File: config.mk
export PLATFORM = sky130hd
export DESIGN_NAME = car_dir_detector_flat
export DESIGN_NICKNAME = d
export VERILOG_FILES = /design/src/rtl/car_dir_detector_if.sv /design/src/rtl/car_dir_detector.sv /design/src/flat_wrapper.sv
export SDC_FILE = /design/constraint.sdc
export NUM_CORES = 1
export LEC_CHECK = 0
export BUFFER_PORTS_ARGS = -buffer_cell sky130_fd_sc_hd__buf_2
export CORE_MARGIN = 4
export CORE_UTILIZATION = 55
export CTS_BUF_LIST = sky130_fd_sc_hd__clkbuf_16
export DETAILED_ROUTE_END_ITERATION = 12
export HOLD_SLACK_MARGIN = 0.03
export PLACE_DENSITY_LB_ADDON = 0.2
export RECOVER_POWER = 50
export SETUP_SLACK_MARGIN = 0.4
export SLEW_MARGIN = 40
export SYNTH_ARGS = -nofsm -noshare
export SYNTH_HDL_FRONTEND = slang
export SYNTH_SLANG_ARGS = --single-unit
File: constraint.sdc
create_clock -name clk -period 4.6 [get_ports clk]
set_input_delay 0.69 -clock clk [delete_from_list [all_inputs] [get_ports clk]]
set_output_delay 0.69 -clock clk [all_outputs]
set_load 0.005 [all_outputs]
File: src/rtl/car_dir_detector_if.sv
// car_dir_detector_if: sensor inputs and counter-side outputs of the gate
// direction detector, bundled so the detector and its driver share one bus.
//   master : drives the raw beam sensors, observes the counter controls
//   slave  : the detector itself
interface car_dir_detector_if;
  logic sensor_a;   // raw beam A (street side), 1 = broken, asynchronous
  logic sensor_b;   // raw beam B (lot side),    1 = broken, asynchronous
  logic updown;     // 1 = entry (count up), 0 = exit (count down)
  logic count_en;   // one-cycle count strobe
  logic busy;       // sequence in progress
  logic err;        // one-cycle abort strobe

  modport master (
    output sensor_a,
    output sensor_b,
    input  updown,
    input  count_en,
    input  busy,
    input  err
  );

  modport slave (
    input  sensor_a,
    input  sensor_b,
    output updown,
    output count_en,
    output busy,
    output err
  );
endinterface

File: src/rtl/car_dir_detector.sv
// car_dir_detector: synchronises and debounces two in-line beam sensors
// (A street side, B lot side) and decodes the complete break sequence
// A -> AB -> B -> none (entry) or B -> AB -> A -> none (exit) into a one-cycle
// count strobe plus a held direction bit for the occupancy counter.
//
// Optional build macro CAR_DIR_TIMEOUT_EN: when defined, a sequence that
// dwells TIMEOUT cycles in any IN*/OUT* state is aborted (err pulse, no count).
// When undefined, sequence states are held indefinitely.
//
// Parameters:
//   DEBOUNCE : stable cycles before a filtered level follows (1..255)
//   TIMEOUT  : dwell limit per sequence state (timeout build only)
module car_dir_detector #(
  parameter int unsigned DEBOUNCE = 4,
  parameter int unsigned TIMEOUT  = 1000
) (
  input  logic               clk,
  input  logic               reset,
  car_dir_detector_if.slave  bus
);

  // Debounce counter runs 0..DEBOUNCE-1; the mismatch seen with the counter at
  // its last value is the DEBOUNCE-th consecutive one, so the level flips then.
  localparam logic [7:0] DB_LAST = 8'(DEBOUNCE - 1);

  // Elaboration-time parameter sanity checks.
  if ((DEBOUNCE < 1) || (DEBOUNCE > 255)) begin : g_bad_debounce
    $error("car_dir_detector: DEBOUNCE must be in 1..255");
  end
  if (TIMEOUT < 1) begin : g_bad_timeout
    $error("car_dir_detector: TIMEOUT must be at least 1");
  end

  typedef enum logic [2:0] {
    ST_IDLE  = 3'd0,
    ST_IN1   = 3'd1,
    ST_IN2   = 3'd2,
    ST_IN3   = 3'd3,
    ST_OUT1  = 3'd4,
    ST_OUT2  = 3'd5,
    ST_OUT3  = 3'd6,
    ST_ABORT = 3'd7
  } state_e;

  // ---------------------------------------------------------------------
  // Synchronisers and debounce filters
  // ---------------------------------------------------------------------
  logic       sync1_a_q, sync2_a_q, sync1_b_q, sync2_b_q;
  logic       filt_a_q, filt_b_q;
  logic [7:0] db_cnt_a_q, db_cnt_b_q;

  // Two-flop synchronisers bring the raw beams into the clk domain.
  always_ff @(posedge clk) begin
    if (reset) begin
      sync1_a_q <= 1'b0;
      sync2_a_q <= 1'b0;
      sync1_b_q <= 1'b0;
      sync2_b_q <= 1'b0;
    end else begin
      sync1_a_q <= bus.sensor_a;
      sync2_a_q <= sync1_a_q;
      sync1_b_q <= bus.sensor_b;
      sync2_b_q <= sync1_b_q;
    end
  end

  // Debounce A: filtered level follows only after DEBOUNCE stable mismatches.
  always_ff @(posedge clk) begin
    if (reset) begin
      filt_a_q   <= 1'b0;
      db_cnt_a_q <= 8'd0;
    end else if (sync2_a_q == filt_a_q) begin
      db_cnt_a_q <= 8'd0;
    end else if (db_cnt_a_q == DB_LAST) begin
      filt_a_q   <= sync2_a_q;
      db_cnt_a_q <= 8'd0;
    end else begin
      db_cnt_a_q <= db_cnt_a_q + 8'd1;
    end
  end

  // Debounce B: same filter as A.
  always_ff @(posedge clk) begin
    if (reset) begin
      filt_b_q   <= 1'b0;
      db_cnt_b_q <= 8'd0;
    end else if (sync2_b_q == filt_b_q) begin
      db_cnt_b_q <= 8'd0;
    end else if (db_cnt_b_q == DB_LAST) begin
      filt_b_q   <= sync2_b_q;
      db_cnt_b_q <= 8'd0;
    end else begin
      db_cnt_b_q <= db_cnt_b_q + 8'd1;
    end
  end

  // ---------------------------------------------------------------------
  // Direction FSM
  // ---------------------------------------------------------------------
  state_e     state_q, state_d;
  logic [1:0] ab_s;
  logic       entry_req_s, exit_req_s;

  assign ab_s = {filt_a_q, filt_b_q};

`ifdef CAR_DIR_TIMEOUT_EN
  localparam int unsigned DW_W = (TIMEOUT > 1) ? $clog2(TIMEOUT + 1) : 1;
  localparam logic [DW_W-1:0] DW_LAST = DW_W'(TIMEOUT - 1);

  logic [DW_W-1:0] dwell_q, dwell_d;
  logic            in_seq_s;

  assign in_seq_s = (state_q != ST_IDLE) && (state_q != ST_ABORT);
`endif

  // State register.
  always_ff @(posedge clk) begin
    if (reset) begin
      state_q <= ST_IDLE;
    end else begin
      state_q <= state_d;
    end
  end

  // Next-state decode of the filtered (a,b) pair; unlisted pairs that skip a
  // step of the sequence are treated as illegal and go to ABORT.
  always_comb begin
    state_d     = state_q;
    entry_req_s = 1'b0;
    exit_req_s  = 1'b0;
    case (state_q)
      ST_IDLE: begin
        case (ab_s)
          2'b10:   state_d = ST_IN1;
          2'b01:   state_d = ST_OUT1;
          2'b11:   state_d = ST_ABORT;
          default: state_d = ST_IDLE;
        endcase
      end
      ST_IN1: begin
        case (ab_s)
          2'b11:   state_d = ST_IN2;
          2'b00:   state_d = ST_IDLE;   // backed out, no count
          2'b01:   state_d = ST_ABORT;
          default: state_d = ST_IN1;
        endcase
      end
      ST_IN2: begin
        case (ab_s)
          2'b01:   state_d = ST_IN3;
          2'b10:   state_d = ST_IN1;
          2'b00:   state_d = ST_ABORT;
          default: state_d = ST_IN2;
        endcase
      end
      ST_IN3: begin
        case (ab_s)
          2'b00: begin
            state_d     = ST_IDLE;
            entry_req_s = 1'b1;
          end
          2'b11:   state_d = ST_IN2;
          2'b10:   state_d = ST_ABORT;
          default: state_d = ST_IN3;
        endcase
      end
      ST_OUT1: begin
        case (ab_s)
          2'b11:   state_d = ST_OUT2;
          2'b00:   state_d = ST_IDLE;   // backed out, no count
          2'b10:   state_d = ST_ABORT;
          default: state_d = ST_OUT1;
        endcase
      end
      ST_OUT2: begin
        case (ab_s)
          2'b10:   state_d = ST_OUT3;
          2'b01:   state_d = ST_OUT1;
          2'b00:   state_d = ST_ABORT;
          default: state_d = ST_OUT2;
        endcase
      end
      ST_OUT3: begin
        case (ab_s)
          2'b00: begin
            state_d    = ST_IDLE;
            exit_req_s = 1'b1;
          end
          2'b11:   state_d = ST_OUT2;
          2'b01:   state_d = ST_ABORT;
          default: state_d = ST_OUT3;
        endcase
      end
      ST_ABORT: begin
        if (ab_s == 2'b00) begin
          state_d = ST_IDLE;
        end else begin
          state_d = ST_ABORT;
        end
      end
      default: state_d = ST_IDLE;
    endcase
`ifdef CAR_DIR_TIMEOUT_EN
    // An expired dwell overrides whatever the sensors asked for.
    if (in_seq_s && (dwell_q == DW_LAST)) begin
      state_d     = ST_ABORT;
      entry_req_s = 1'b0;
      exit_req_s  = 1'b0;
    end else begin
      state_d     = state_d;
    end
`endif
  end

`ifdef CAR_DIR_TIMEOUT_EN
  // Dwell counter next value: restart on every state change, saturate otherwise.
  always_comb begin
    dwell_d = dwell_q;
    if (state_d != state_q) begin
      dwell_d = '0;
    end else if (dwell_q != DW_LAST) begin
      dwell_d = dwell_q + DW_W'(1);
    end else begin
      dwell_d = dwell_q;
    end
  end

  // Dwell counter register.
  always_ff @(posedge clk) begin
    if (reset) begin
      dwell_q <= '0;
    end else begin
      dwell_q <= dwell_d;
    end
  end
`endif

  // ---------------------------------------------------------------------
  // Registered outputs
  // ---------------------------------------------------------------------
  logic updown_q, count_en_q, busy_q, err_q;

  // Count strobe, held direction, busy and abort strobe, all from next state.
  always_ff @(posedge clk) begin
    if (reset) begin
      updown_q   <= 1'b1;
      count_en_q <= 1'b0;
      busy_q     <= 1'b0;
      err_q      <= 1'b0;
    end else begin
      count_en_q <= entry_req_s | exit_req_s;
      if (entry_req_s) begin
        updown_q <= 1'b1;
      end else if (exit_req_s) begin
        updown_q <= 1'b0;
      end else begin
        updown_q <= updown_q;
      end
      busy_q <= (state_d != ST_IDLE);
      err_q  <= (state_d == ST_ABORT) && (state_q != ST_ABORT);
    end
  end

  assign bus.updown   = updown_q;
  assign bus.count_en = count_en_q;
  assign bus.busy     = busy_q;
  assign bus.err      = err_q;

endmodule

File: src/flat_wrapper.sv
// flat-port wrapper written by rule: the top's interface ports become plain ports
module car_dir_detector_flat 
#(
  parameter int unsigned DEBOUNCE = 4,
  parameter int unsigned TIMEOUT  = 1000
)
  (clk, reset, bus_sensor_a, bus_sensor_b, bus_updown, bus_count_en, bus_busy, bus_err);
  car_dir_detector_if bus_i ();
  input  logic clk;
  input  logic reset;
  input wire logic [$bits(bus_i.sensor_a)-1:0] bus_sensor_a;
  input wire logic [$bits(bus_i.sensor_b)-1:0] bus_sensor_b;
  output wire logic [$bits(bus_i.updown)-1:0] bus_updown;
  output wire logic [$bits(bus_i.count_en)-1:0] bus_count_en;
  output wire logic [$bits(bus_i.busy)-1:0] bus_busy;
  output wire logic [$bits(bus_i.err)-1:0] bus_err;
  assign bus_i.sensor_a = bus_sensor_a;
  assign bus_i.sensor_b = bus_sensor_b;
  assign bus_updown = bus_i.updown;
  assign bus_count_en = bus_i.count_en;
  assign bus_busy = bus_i.busy;
  assign bus_err = bus_i.err;
  car_dir_detector #(.DEBOUNCE(DEBOUNCE), .TIMEOUT(TIMEOUT)) u_core (.clk(clk), .reset(reset), .bus(bus_i));
endmodule
==> qor_table.md <==
| Parameter | This run | Unit |
|---|---|---|
| CTS Buf Count | 5 | - |
| Worst min path class | reg2reg | - |
| Number of different library cells in the post-synthesis netlist | 33 | - |
| Area of the core | 2300 | um^2 |
| Final Wtd Congestion | 0.824 | - |
| Leakage power figure | 0.622 | nW |
| Maximum number of pins on one net before global-route repair | 16 | - |
| Number of global-route vias before repair | 1074 | - |
| Starting density of the core | 0.605 | - |
| Origin of the worst setup path | u_core.filt_b_q | - |
| Half-perimeter wire length of the detailed placement result | 1700 | um |
| First-pass GRT wire length | 4260 | um |
| Post-Synthesis Net Count | 168 | - |
| Setup TNS | 0 | ns |
| Final-stage net count | 177 | - |
| Most frequently used flop master after synthesis | sky130_fd_sc_hd__dfxtp_1 | - |
| Critical path launch point type | flip-flop | - |
| Highest cell delay on the worst timing path | 0.36 | ns |
| Total power | 0.750 | mW |
| Clock sinks | 29 | - |
| Total number of vias | 1070 | - |
| Total GRT Usage | 0.164 | - |
| Post-Syn Instances | 155 | - |
| Final setup viols | 0 | - |
| Worst flop-to-flop path startpoint | u_core.filt_b_q | - |
| Data required, critical path | 4.73 | ns |
| Count of buffers added by post-CTS timing repair for setup | 0 | - |
| Crit Path Category | reg2reg | - |
| Ports | 8 | - |
| Worst setup endpoint | u_core.bus.busy | - |
| Worst Skew | 0.00528 | ns |
| Cell at the root of the clock tree | sky130_fd_sc_hd__clkbuf_16 | - |
| Path depth of the worst reg2reg path | 6 | - |
| Die width | 58.3 | um |
| Slack of the worst reg-to-reg path | 2.81 | ns |
| Pin slew with the least headroom to its limit | 0.540 | ns |
| Clock insertion delay at the later pin of the skew report | 0.27 | ns |
| Maximum clock frequency | 558 | MHz |
| CTS tree | built | - |
| Clock period minus final worst setup slack | 1.79 | ns |
| Most common cell after layout, fill and taps aside | sky130_fd_sc_hd__dfxtp_1 | - |
| Fraction of the yosys area taken by sequential cells | 0.418 | - |
| Number of enable flip-flop cells after synthesis | 0 | - |
| Initial antenna violation count | 0 | - |
| Post-DR wirelength/cell | 13.1 | um |
| Total of hold buffers inserted after clock tree synthesis | 0 | - |
| Number of maximum-capacitance constraint violations | 0 | - |
| # DRC | 0 | - |
| Number of warning messages in the yosys log | 0 | - |
| Endpoint type of the worst setup path | flip-flop | - |
| PwrDens | 479 | nW/um^2 |
| Area of the mapped netlist | 1390 | um^2 |
| Clock transition time at the flip-flop clock pins of the worst setup and hold paths | 0.05 | ns |
| Mean instance size in the synthesized netlist | 8.96 | um^2 |
| Seq cells post-synth | 29 | - |
| Antenna viol nets, final | 0 | - |
| Maximum resistive drop on vdd | 398 | uV |
| Peak fanout along the critical path | 6 | - |
| Fraction of layout cells with a size suffix above 1 | 0.0848 | - |
| Data arrival time of the worst path | 1.93 | ns |
| 1st-iter DRT viols | 25 | - |
| Worst-case clock buffer depth | 2 | - |
| Async set-reset flop share out of synthesis | 0 | - |
| Layout-stage area growth over the synthesis result | 12.6 | % |
| Number of core rows | 17 | - |
| Global route total overflow | 0 | - |
| H-tree lvl count | 2 | - |
| Drt first pass iters | 4 | - |
| Outcome | finished, final reports clean | - |
| Critical Path, Cell by Cell | inv_1, ha_1, nand2_1, and3_1, a221oi_2, o221ai_1 | - |
| Die ar. | 3390 | um^2 |
| Worst-path cell with the longest stage delay | sky130_fd_sc_hd__dfxtp_1 | - |
| Slew margin rel. | 0.640 | - |
| IO buf count | 7 | - |
| Number of resized instances in the post-cts repair step | 0 | - |
| Total inserted antenna cells | 0 | - |
| Most frequent cells in the layout | 29 x sky130_fd_sc_hd__dfxtp_1, 27 x sky130_fd_sc_hd__nor2_1, 10 x sky130_fd_sc_hd__nand3_1, 9 x sky130_fd_sc_hd__ha_1 | - |
| Wire length reported by the detailed router | 2530 | um |
| Slew Viols, Final | 0 | - |
| Unrepaired setup endpoints after global routing | no | - |
| Post-route fraction of the period consumed by the critical path | 0.390 | - |
| Vias per std cell | 5.54 | - |
| Die Span Y | 58.3 | um |
| Number of endpoints with negative hold slack in the final report | 0 | - |
| Worst R2R End | u_core.bus.busy | - |
==> worst min-delay path by stage <==
stage	start	end	slack (ns)	cells past startpoint
after global routing	u_core.sync1_a_q	u_core.sync2_a_q	0.46	1
after CTS	u_core.sync1_a_q	u_core.sync2_a_q	0.45	1
after floorplan	u_core.sync1_a_q	u_core.sync2_a_q	0.41	1
after detailed placement	u_core.sync1_a_q	u_core.sync2_a_q	0.43	1
final	u_core.sync1_a_q	u_core.sync2_a_q	0.44	1
after global placement	u_core.sync1_b_q	u_core.sync2_b_q	0.42	1
==> power by group <==
group	switching [mW]	total (mW)	internal (mW)	leakage (nW)
Combinational	0.0744	0.137	0.0630	0.312
Sequential	0.0411	0.311	0.270	0.235
Clock	0.106	0.302	0.195	0.0748
Total	0.222	0.750	0.528	0.622
==> metal layers <==
metal  part of all wire  track usage  vias to the layer above
met2               0.51        0.292                       20
li1                   -            -                      539
met1               0.43        0.169                      503
met5                  0            0                        -
met4              0.023        0.109                        0
met3              0.032       0.0401                        8
==> worst max-delay path, delay by kind of cell, from the launching register on <==
family	cells	cell delay, ns
fa+ha+maj	1	0.26
flops	1	0.36
simple gates	2	0.37
buf+inv	1	0.15
compound gates	2	0.51
==> sequential cells by signal, summed over array words and instances (netlist names) <==
name / flops
u_core.bus.updown: 1
u_core.sync2_b_q: 1
u_core.bus.busy: 1
u_core.db_cnt_a_q: 8
u_core.sync2_a_q: 1
u_core.db_cnt_b_q: 8
u_core.state_q: 3
u_core.sync1_a_q: 1
u_core.filt_a_q: 1
u_core.filt_b_q: 1
u_core.sync1_b_q: 1
u_core.bus.count_en: 1
u_core.bus.err: 1
==> through the flow <==
step	setup slack (ns)	cell area (um^2)	instances	util	hold WS, ns
after floorplan	3.02	1390	155	-	0.414
after global placement	2.91	1430	185	0.622	0.419
after detailed placement	2.81	1430	185	0.622	0.433
after CTS	2.78	1570	193	0.682	0.445
after global routing	2.66	1560	193	0.681	0.458
final	2.81	1560	193	0.681	0.438
==> synth_stat cells (4+ instances only) <==
cell | count | area share
sky130_fd_sc_hd__a21oi_1 | 5 | 0.018
sky130_fd_sc_hd__and3_1 | 6 | 0.027
sky130_fd_sc_hd__dfxtp_1 | 29 | 0.42
sky130_fd_sc_hd__ha_1 | 9 | 0.081
sky130_fd_sc_hd__inv_1 | 4 | 0.011
sky130_fd_sc_hd__nand2_1 | 7 | 0.019
sky130_fd_sc_hd__nand3_1 | 10 | 0.036
sky130_fd_sc_hd__nor2_1 | 27 | 0.073
sky130_fd_sc_hd__nor2b_1 | 8 | 0.036
sky130_fd_sc_hd__o21bai_1 | 4 | 0.022
sky130_fd_sc_hd__xnor2_1 | 8 | 0.050
sky130_fd_sc_hd__xor2_1 | 7 | 0.044
==> logic make-up after synthesis <==
kind of cell	Yosys count	synth area share
compound gates	20	0.100
xor+xnor	15	0.0946
fa+ha+maj	9	0.0811
buf+inv	9	0.0324
flops	29	0.418
mux	3	0.0216
simple gates	70	0.252
==> area by class of cell <==
| cell class | instances | area, um^2 |
|---|---|---|
| clock buffer | 5 | 125 |
| clock inverter | 3 | 13.8 |
| fill | 186 | 733 |
| inverter | 4 | 15.0 |
| multi-input combinational | 117 | 763 |
| sequential | 29 | 581 |
| tap | 28 | 35.0 |
| timing repair buffer | 7 | 31.3 |
Power figures use the tool's default switching activity.
